File: src/rtl/edu_tx_bridge_if.sv
// ============================================================================
//  Module      : edu_tx_bridge_if
//  Description : Bundles the producer valid/ready channel and the edu 4-phase
//                bundled-data channel that pass through edu_tx_bridge.
//                The master modport is the bridge's view. The slave modport is
//                the view of the environment: the producer plus the edu stage.
//  Revision    : 1.0 - initial release
// ============================================================================
`default_nettype none

interface edu_tx_bridge_if #(
  parameter int WIDTH = 7
) ();

  // Producer side (synchronous valid/ready)
  logic             in_valid;
  logic             in_ready;
  logic [WIDTH-1:0] in_data;

  // edu side (4-phase bundled data; ack_in is asynchronous to clk)
  logic             req_out;
  logic             ack_in;
  logic [WIDTH-1:0] data_out;

  modport master (
    input  in_valid,
    input  in_data,
    input  ack_in,
    output in_ready,
    output req_out,
    output data_out
  );

  modport slave (
    output in_valid,
    output in_data,
    output ack_in,
    input  in_ready,
    input  req_out,
    input  data_out
  );

endinterface

`default_nettype wire

File: src/rtl/edu_tx_bridge.sv
// ============================================================================
//  Module      : edu_tx_bridge
//  Description : Clocked-to-asynchronous bridge. Words from a valid/ready
//                producer are buffered in a small FIFO. Each word is then sent
//                on a 4-phase req/ack bundled-data channel to the edu stage.
//                ack_in is synchronised internally before the FSM uses it.
//  Revision    : 1.0 - initial release
// ============================================================================
`default_nettype none

module edu_tx_bridge #(
  parameter int WIDTH       = 7,
  parameter int DEPTH       = 4,
  parameter int SETUP_CYC   = 1,
  parameter int SYNC_STAGES = 2
) (
  input  wire logic          clk,
  input  wire logic          rst_n,
  edu_tx_bridge_if.master    bus,
  output      logic [15:0]   sent_count,
  output      logic          busy
);

  // --------------------------------------------------------------------------
  // Derived sizes
  // --------------------------------------------------------------------------
  localparam int AW = $clog2(DEPTH);
  localparam int PW = AW + 1;
  // The setup counter only has to hold SETUP_CYC-1.
  localparam int CW = (SETUP_CYC > 1) ? $clog2(SETUP_CYC) : 1;

  localparam logic [CW-1:0] c_setupLoad = CW'(SETUP_CYC - 1);

  // FSM encoding
  localparam logic [1:0] c_stIdle      = 2'd0;
  localparam logic [1:0] c_stSetup     = 2'd1;
  localparam logic [1:0] c_stWaitAckHi = 2'd2;
  localparam logic [1:0] c_stWaitAckLo = 2'd3;

  // --------------------------------------------------------------------------
  // State
  // --------------------------------------------------------------------------
  logic [WIDTH-1:0]       r_mem [DEPTH];
  logic [PW-1:0]          r_wrPtr;
  logic [PW-1:0]          r_rdPtr;
  logic [SYNC_STAGES-1:0] r_ackSync;
  logic [1:0]             r_state;
  logic [CW-1:0]          r_cnt;
  logic                   r_req;
  logic [WIDTH-1:0]       r_data;
  logic [15:0]            r_sentCount;

  logic w_empty;
  logic w_full;
  logic w_push;
  logic w_pop;
  logic w_ackS;

  // --------------------------------------------------------------------------
  // FIFO status
  // --------------------------------------------------------------------------
  // The pointers carry one extra wrap bit. This separates full from empty
  // when the index bits are equal.
  assign w_empty = (r_wrPtr == r_rdPtr);
  assign w_full  = (r_wrPtr[AW-1:0] == r_rdPtr[AW-1:0]) &&
                   (r_wrPtr[AW] != r_rdPtr[AW]);

  // in_ready comes only from registered occupancy. There is no same-cycle
  // bypass, so a pop on this edge does not open a slot until the next cycle.
  assign bus.in_ready = !w_full;
  assign w_push       = bus.in_valid && !w_full;

  // A word leaves the FIFO only when the FSM loads it into data_out.
  assign w_ackS = r_ackSync[SYNC_STAGES-1];
  assign w_pop  = (r_state == c_stIdle) && !w_empty && !w_ackS;

  // FIFO storage: written on accepted pushes only. It needs no reset, because
  // a cleared pointer pair already makes every entry invisible.
  always_ff @(posedge clk) begin
    if (w_push) begin
      r_mem[r_wrPtr[AW-1:0]] <= bus.in_data;
    end
  end

  // FIFO pointers: both advance by natural overflow, so order is strictly FIFO.
  always_ff @(posedge clk or negedge rst_n) begin
    if (!rst_n) begin
      r_wrPtr <= '0;
      r_rdPtr <= '0;
    end else begin
      if (w_push) begin
        r_wrPtr <= r_wrPtr + PW'(1);
      end
      if (w_pop) begin
        r_rdPtr <= r_rdPtr + PW'(1);
      end
    end
  end

  // --------------------------------------------------------------------------
  // Ack synchroniser
  // --------------------------------------------------------------------------
  // Shift the asynchronous ack_in through SYNC_STAGES flops. Only the last
  // stage reaches the FSM.
  always_ff @(posedge clk or negedge rst_n) begin
    if (!rst_n) begin
      r_ackSync <= '0;
    end else begin
      r_ackSync <= {r_ackSync[SYNC_STAGES-2:0], bus.ack_in};
    end
  end

  // --------------------------------------------------------------------------
  // 4-phase handshake FSM
  // --------------------------------------------------------------------------
  // Load a word, hold it for the setup margin, raise req, then wait for ack to
  // rise and fall. data_out changes only in the IDLE load step, so it stays
  // stable for the whole handshake. If ack is stale-high in IDLE, the next load
  // is held back until the synchronised ack returns low.
  always_ff @(posedge clk or negedge rst_n) begin
    if (!rst_n) begin
      r_state     <= c_stIdle;
      r_cnt       <= '0;
      r_req       <= 1'b0;
      r_data      <= '0;
      r_sentCount <= '0;
    end else begin
      case (r_state)
        c_stIdle: begin
          if (w_pop) begin
            r_data  <= r_mem[r_rdPtr[AW-1:0]];
            r_cnt   <= c_setupLoad;
            r_state <= c_stSetup;
          end
        end
        c_stSetup: begin
          if (r_cnt == '0) begin
            r_req   <= 1'b1;
            r_state <= c_stWaitAckHi;
          end else begin
            r_cnt <= r_cnt - CW'(1);
          end
        end
        c_stWaitAckHi: begin
          if (w_ackS) begin
            r_req   <= 1'b0;
            r_state <= c_stWaitAckLo;
          end
        end
        c_stWaitAckLo: begin
          if (!w_ackS) begin
            // The count wraps from 0xFFFF back to 0 with no special handling.
            r_sentCount <= r_sentCount + 16'd1;
            r_state     <= c_stIdle;
          end
        end
        default: begin
          r_req   <= 1'b0;
          r_state <= c_stIdle;
        end
      endcase
    end
  end

  // --------------------------------------------------------------------------
  // Outputs
  // --------------------------------------------------------------------------
  assign bus.req_out  = r_req;
  assign bus.data_out = r_data;
  assign sent_count   = r_sentCount;
  assign busy         = (r_state != c_stIdle) || !w_empty;

endmodule

`default_nettype wire

File: src/flat_wrapper.sv
// flat-port wrapper written by rule: the top's interface ports become plain ports
module edu_tx_bridge_flat 
#(
  parameter int WIDTH       = 7,
  parameter int DEPTH       = 4,
  parameter int SETUP_CYC   = 1,
  parameter int SYNC_STAGES = 2
)
  (clk, rst_n, sent_count, busy, bus_in_valid, bus_in_data, bus_ack_in, bus_in_ready, bus_req_out, bus_data_out);
  edu_tx_bridge_if #(.WIDTH(WIDTH)) bus_i ();
  input  wire logic clk;
  input  wire logic rst_n;
  output      logic [15:0] sent_count;
  output      logic busy;
  input wire logic [$bits(bus_i.in_valid)-1:0] bus_in_valid;
  input wire logic [$bits(bus_i.in_data)-1:0] bus_in_data;
  input wire logic [$bits(bus_i.ack_in)-1:0] bus_ack_in;
  output wire logic [$bits(bus_i.in_ready)-1:0] bus_in_ready;
  output wire logic [$bits(bus_i.req_out)-1:0] bus_req_out;
  output wire logic [$bits(bus_i.data_out)-1:0] bus_data_out;
  assign bus_i.in_valid = bus_in_valid;
  assign bus_i.in_data = bus_in_data;
  assign bus_i.ack_in = bus_ack_in;
  assign bus_in_ready = bus_i.in_ready;
  assign bus_req_out = bus_i.req_out;
  assign bus_data_out = bus_i.data_out;
  edu_tx_bridge #(.WIDTH(WIDTH), .DEPTH(DEPTH), .SETUP_CYC(SETUP_CYC), .SYNC_STAGES(SYNC_STAGES)) u_core (.clk(clk), .rst_n(rst_n), .bus(bus_i), .sent_count(sent_count), .busy(busy));
endmodule
File: config.mk
export PLATFORM = sky130hd
export DESIGN_NAME = edu_tx_bridge_flat
export DESIGN_NICKNAME = d
export VERILOG_FILES = /design/src/rtl/edu_tx_bridge_if.sv /design/src/rtl/edu_tx_bridge.sv /design/src/flat_wrapper.sv
export SDC_FILE = /design/constraint.sdc
export NUM_CORES = 1
export LEC_CHECK = 0
export ABC_AREA = 0
export CAP_MARGIN = 20
export CORE_UTILIZATION = 50
export CTS_CLUSTER_SIZE = 25
export DETAILED_ROUTE_END_ITERATION = 8
export PLACE_DENSITY = 0.74
export SETUP_SLACK_MARGIN = 0.1
export SYNTH_ARGS = -nofsm -noshare
export SYNTH_HDL_FRONTEND = slang
export SYNTH_SLANG_ARGS = --single-unit
File: constraint.sdc
create_clock -name clk -period 3.25 [get_ports clk]
set_clock_uncertainty 0.05 [all_clocks]
set_input_delay 0.4875 -clock clk [delete_from_list [all_inputs] [get_ports clk]]
set_output_delay 0.4875 -clock clk [all_outputs]
set_load 0.005 [all_outputs]
# Yosys cells after proc, flatten, opt, wreduce, memory -nomap -nowiden
# Memory sizes are Yosys's and may differ from the RTL's. A register that Yosys moved wholly into a read port is not among the register bits.
# Cells that the tools add are included.
# Widths: inputs -> output; s select.
dict set report classes {
  add_sub_neg 4
  multipliers 0
  div_mod_pow 0
  magnitude_cmp 0
  eq_ne 10
  shifts 0
  muxes 13
  bitwise_logic 1
  reduce_logical 18
}
# cell count
set ops {}
lappend ops {{$add 16x1->16 const B} 1}
lappend ops {{$mux 2} 4}
lappend ops {{$pmux 2 s4} 1}
lappend ops {{$add 3x1->3 const B} 2}
lappend ops {{$mux 1} 6}
lappend ops {{$reduce_and 2->1} 3}
lappend ops {{$reduce_bool 2->1} 3}
lappend ops {{$eq 2x2->1 const B} 2}
lappend ops {{$logic_and 1x1->1} 4}
lappend ops {{$logic_not 1->1} 4}
lappend ops {{$ne 2x1->1 const B} 2}
lappend ops {{$ne 2x2->1 const B} 2}
lappend ops {{$pmux 1 s2} 2}
lappend ops {{$reduce_and 4->1} 1}
lappend ops {{$eq 3x3->1} 1}
lappend ops {{$reduce_and 3->1} 1}
lappend ops {{$eq 2x1->1 const B} 1}
lappend ops {{$eq 2x2->1} 1}
lappend ops {{$logic_not 2->1} 1}
lappend ops {{$logic_or 1x1->1} 1}
lappend ops {{$ne 1x1->1} 1}
lappend ops {{$not 1->1} 1}
lappend ops {{$sub 1x1->1 const B} 1}
dict set report word_totals {
  register_bits 28
  latch_bits 0
  ramBits 28
  mem_bits_ro 0
  input_bits 11
  out_inout_bits 26
  elab_cells 54
  memories 1
}
# memory depth width read_ports rd_clocked_by_memory_dff wr line
set mem_list {}
lappend mem_list {u_core.r_mem 4 7 1 1 1 edu_tx_bridge.sv:43} ;# logic [WIDTH-1:0] r_mem [DEPTH];

# Logic depth before layout (Yosys ltp)
dict set report depth {
  word_depth 6
  ltp_mapped 7
  depth_no_buf 6
}

# Worst setup path after synthesis
# OpenSTA, ideal clock, no wires.
dict set report synth_timing {
  path_type {reg2reg}
  start {register u_core.r_rdPtr[0]}
  end {register u_core.r_data[0] (netlist: u_core.bus.data_out[0]), read port of u_core.r_mem}
  setup_ps 125
  arrival_ps 1492
  required_time_ps 3075
  path_slack_ps 1583
  path_stages_with_launch 6
  path_buffers 2
  synth_period_minus_slack_ps 1667
  cell_sequence {dfrtp_1 -> buf_6 -> xnor2_1 -> a311oi_2 -> buf_6 -> mux2_2}
}
dict set report synth_via {
  elab_chain_cells 5
}
# element line
set synth_lines {}
lappend synth_lines {{start: declaration} edu_tx_bridge.sv:45} ;# logic [PW-1:0] r_rdPtr;
lappend synth_lines {{start signal: assignment} edu_tx_bridge.sv:95} ;# r_rdPtr <= r_rdPtr + PW'(1);
lappend synth_lines {{$eq 3x3->1} edu_tx_bridge.sv:64} ;# assign w_empty = (r_wrPtr == r_rdPtr);
lappend synth_lines {{$logic_not 1->1} edu_tx_bridge.sv:75} ;# assign w_pop = (r_state == c_stIdle) && !w_empty && !w_ackS;
lappend synth_lines {{$logic_and 1x1->1 (2 in a row)} edu_tx_bridge.sv:75}
lappend synth_lines {{$reduce_and 2->1 (no line)} n/a}
lappend synth_lines {{end: declaration} edu_tx_bridge.sv:50} ;# logic [WIDTH-1:0] r_data;
# Several ways; a longest one is shown, not always the timed one.
# A chain may end at the register's enable or synchronous reset.

# Worst setup path in the final report
dict set report layout_timing {
  start {register u_core.r_rdPtr[0]}
  end {output port bus_in_ready}
}
dict set report layout_via {
  elab_chain_cells 3
}
# element line
set layout_lines {}
lappend layout_lines {{$eq 2x2->1} edu_tx_bridge.sv:65} ;# assign w_full = (r_wrPtr[AW-1:0] == r_rdPtr[AW-1:0]) &&
lappend layout_lines {{$logic_and 1x1->1} edu_tx_bridge.sv:65}
lappend layout_lines {{$logic_not 1->1} edu_tx_bridge.sv:70} ;# assign bus.in_ready = !w_full;
lappend layout_lines {{end: declaration} flat_wrapper.sv:18} ;# output wire logic [$bits(bus_i.in_ready)-1:0] bus_in_ready;
# Every way passes these cells.

==> impl_results.md <==
* DRT Pass-1 Iters at 4
* DR vias at 1477
* Syn nets at 185
* Status: finished, final reports clean
* Synth Area in Adders at 4.78%
* Worst R2R End: u_core.bus.data_out[3]$_DFFE_PN0P_
* Fillers at 371
* Synthesis-to-finish area growth at 22.5%
* Worst-path fanout max at 10
* Synth Area in XOR/XNOR at 7.36%
* Worst vdd ir at 599 uV
* Final nets at 230
* Final hold violations at 0
* Synth area leader: dfrtp_1
* Hold Buf Count CTS at 0
* ANT cells at 0
* Slew Limit Fails at 0
* Initial antenna violation count at 0
* Skew-Pair Late Insertion Delay at 0.33 ns
* Yosys cell types at 30
* Min-Delay Endpoint: u_core.r_ackSync[1]$_DFF_PN0_
* Main combinational cell family by area after synthesis: multiplexers
* Mux cell area share after synthesis at 11.3%
* Post-CTS Resized at 0
* Number of CTS-inserted buffers at 9
* Leakage at 0.00129 uW
* Ys flop type: dfrtp_1
* Vias in the first global route at 1549
* Compound-Gate Fraction of Synth Area at 2.34%
* Avg WL per Cell at 15.6 um
* Synth Instances at 164
* Gr usage total at 18.2%
* Via density at 5.26
* Seq. cell area at 1690 um^2
* Final setup violating endpoints at 0
* Simple logic cell fraction of the synthesized area at 7.08%
* Worst R2R Setup Slack at 0.97 ns
* Ys async rst share at 54.8%
* Clk root buf: clkbuf_8
* Fin cells at 281
* Post-route cell area at 3210 um^2
* Seq cells post-synth at 62
* Pwr Total at 2580 uW
* Antenna Nets Post-Route at 0
* Total grt overflow at 0
* Number of placed I/O pins at 37
* Worst hold start: u_core.r_ackSync[0]$_DFF_PN0_
* RSZ-0062 raised after global routing: false
* Top achievable clock speed at 0.401 GHz
* Max-cap violations at 0
* Final GP Congestion at 0.697
* Crit path launch type: flop
* Setup bufs post-CTS at 0
* 1st-iter DRT viols at 65
* Detailed Route WL at 4390 um
* Largest net degree at the start of global routing at 35
* CTS tree: yes
* Max Root-Sink Buffers at 2
* Die width at 74.3 um
* Crit Path Class: flop to output port
* Rows at 25
* Starting Density at 53.6%
* Largest cells by area after synthesis: dfrtp_1 (33%), edfxtp_1 (32%), mux4_1 (7.0%)
* Clock slew seen by the registers of the worst setup and hold paths at 0.06 ns
* Detail Placement HPWL at 3080 um
* Hold Path Class: flop to flop
* CP Data Required Time at 2.71 ns
* Minimum clock period at 2.50 ns
* Yosys top cell area share at 32.5%
* Die Span Y at 74.3 um
* Post-Place Cells at 265
* Most common cell in the netlist: dfrtp_1
* Core area at 4880 um^2
* Worst Hold Depth at 0
* Sum Neg Setup Slack at 0 ns
* Global-route wire length before repair at 7060 um
* Post-synth top cells: dfrtp_1 (34), edfxtp_1 (28), xnor2_1 (15)
* Placed inst area at 3040 um^2
* EDFF count, synth at 28
* PwrDens at 804 nW/um^2
* Worst-Margin Slew at 0.913 ns
* Die outline area at 5530 um^2
* IO buf count at 36
* Sequential area share after synthesis at 64.7%
* WP data arrival at 1.96 ns
* Layout cells sized above 1 at 12.6%
* Tcrit/Tclk final at 76.8%
* DRC viols at 0
* CP Capture Type: output port
* Post-Syn Area per Cell at 16.0 um^2
* Multi-input logic area at 861 um^2
* Crit Reg-Reg Startpoint: u_core.r_rdPtr[0]$_DFFE_PN0P_
* FF-to-FF path depth at 3
* Synth Cell Area at 2620 um^2
* Yosys Warn Count at 0
* Slew HR at 39.2%
* CTS sink cnt at 62
* Htree depth at 3
## cells by family after synthesis
| family | Yosys count |
|---|---|
| flip-flops | 62 |
| multiplexers | 17 |
| AND/OR/NAND/NOR | 33 |
| buffers and inverters | 12 |
| adder cells (fa/ha/maj) | 10 |
| XOR/XNOR | 22 |
| AO/OA/AOI/OAI | 8 |
## critical path: stages, from the launching register on
cell,delay (ns)
dfrtp_1,0.56
xnor2_1,0.35
nand3b_1,0.22
clkdlybuf4s50_1,0.50
## routing by layer
metal / global-route usage [%] / share of wire [%] / vias up / wire (um)
li1: - / - / 693 / -
met2: 30.4 / 52 / 39 / 2290
met4: 10.1 / 1.1 / 0 / 50
met5: 0 / 0 / - / 0
met3: 4.47 / 4.1 / 6 / 178
met1: 21.7 / 42 / 739 / 1860
## how the worst max path moves through the flow
stage | cells past startpoint | endpoint | slack, ns | start
global placement | 3 | u_core.bus.data_out[2]$_DFFE_PN0P_ | 1.01 | u_core.r_rdPtr[0]$_DFFE_PN0P_
CTS | 3 | bus_in_ready | 0.75 | u_core.r_rdPtr[0]$_DFFE_PN0P_
floorplan | 5 | u_core.bus.data_out[0]$_DFFE_PN0P_ | 1.58 | u_core.r_rdPtr[0]$_DFFE_PN0P_
detailed placement | 3 | u_core.bus.data_out[5]$_DFFE_PN0P_ | 0.96 | u_core.r_rdPtr[0]$_DFFE_PN0P_
global route | 3 | bus_in_ready | 0.59 | u_core.r_rdPtr[0]$_DFFE_PN0P_
finish | 3 | bus_in_ready | 0.75 | u_core.r_rdPtr[0]$_DFFE_PN0P_
## power by group
group / leakage, uW / switching [uW] / internal, uW
clock: 0.0000865 / 279 / 291
combinational: 0.000522 / 335 / 467
sequential: 0.000686 / 167 / 1040
## cell usage in the layout, fill, tap and decap left out, types with 2 or more instances in the layout
cell type / instances
mux4_1: 7
dfrtp_1: 34
nand2_1: 6
xor2_1: 7
clkbuf_8: 10
nand3_1: 3
clkdlybuf4s50_1: 36
ha_1: 10
edfxtp_1: 28
and3_1: 4
and2_1: 3
a21oi_1: 2
nand4_1: 6
xnor2_1: 15
nor2_1: 4
mux2_2: 10
inv_1: 9
clkinv_2: 3
## registers in the layout (all words and copies together), names as in the netlist
| signal | flops |
|---|---|
| u_core.r_wrPtr | 3 |
| u_core.bus.data_out | 7 |
| u_core.sent_count | 16 |
| u_core.bus.req_out | 1 |
| u_core.r_ackSync | 2 |
| u_core.r_mem | 28 |
| u_core.r_rdPtr | 3 |
| u_core.r_state | 2 |
## metrics by stage
step	hold slack (ns)	util (%)	setup slack [ns]
after detailed placement	0.297	62.3	0.963
final	0.299	65.7	0.754
after CTS	0.303	65.7	0.747
after global routing	0.308	65.7	0.592
after global placement	0.286	62.3	1.01
after floorplan	0.142	-	1.58
## area by class of cell
class                   count  share of cell area, %
clock buffers              11                   4.41
clock inverters             5                  0.820
inverters                   9                   1.05
multi-input cells          90                   26.9
flip-flops and latches     62                   52.8
well taps                  67                   2.62
repair buffers             37                   11.5
No activity file was read; power rests on OpenSTA's default activity.
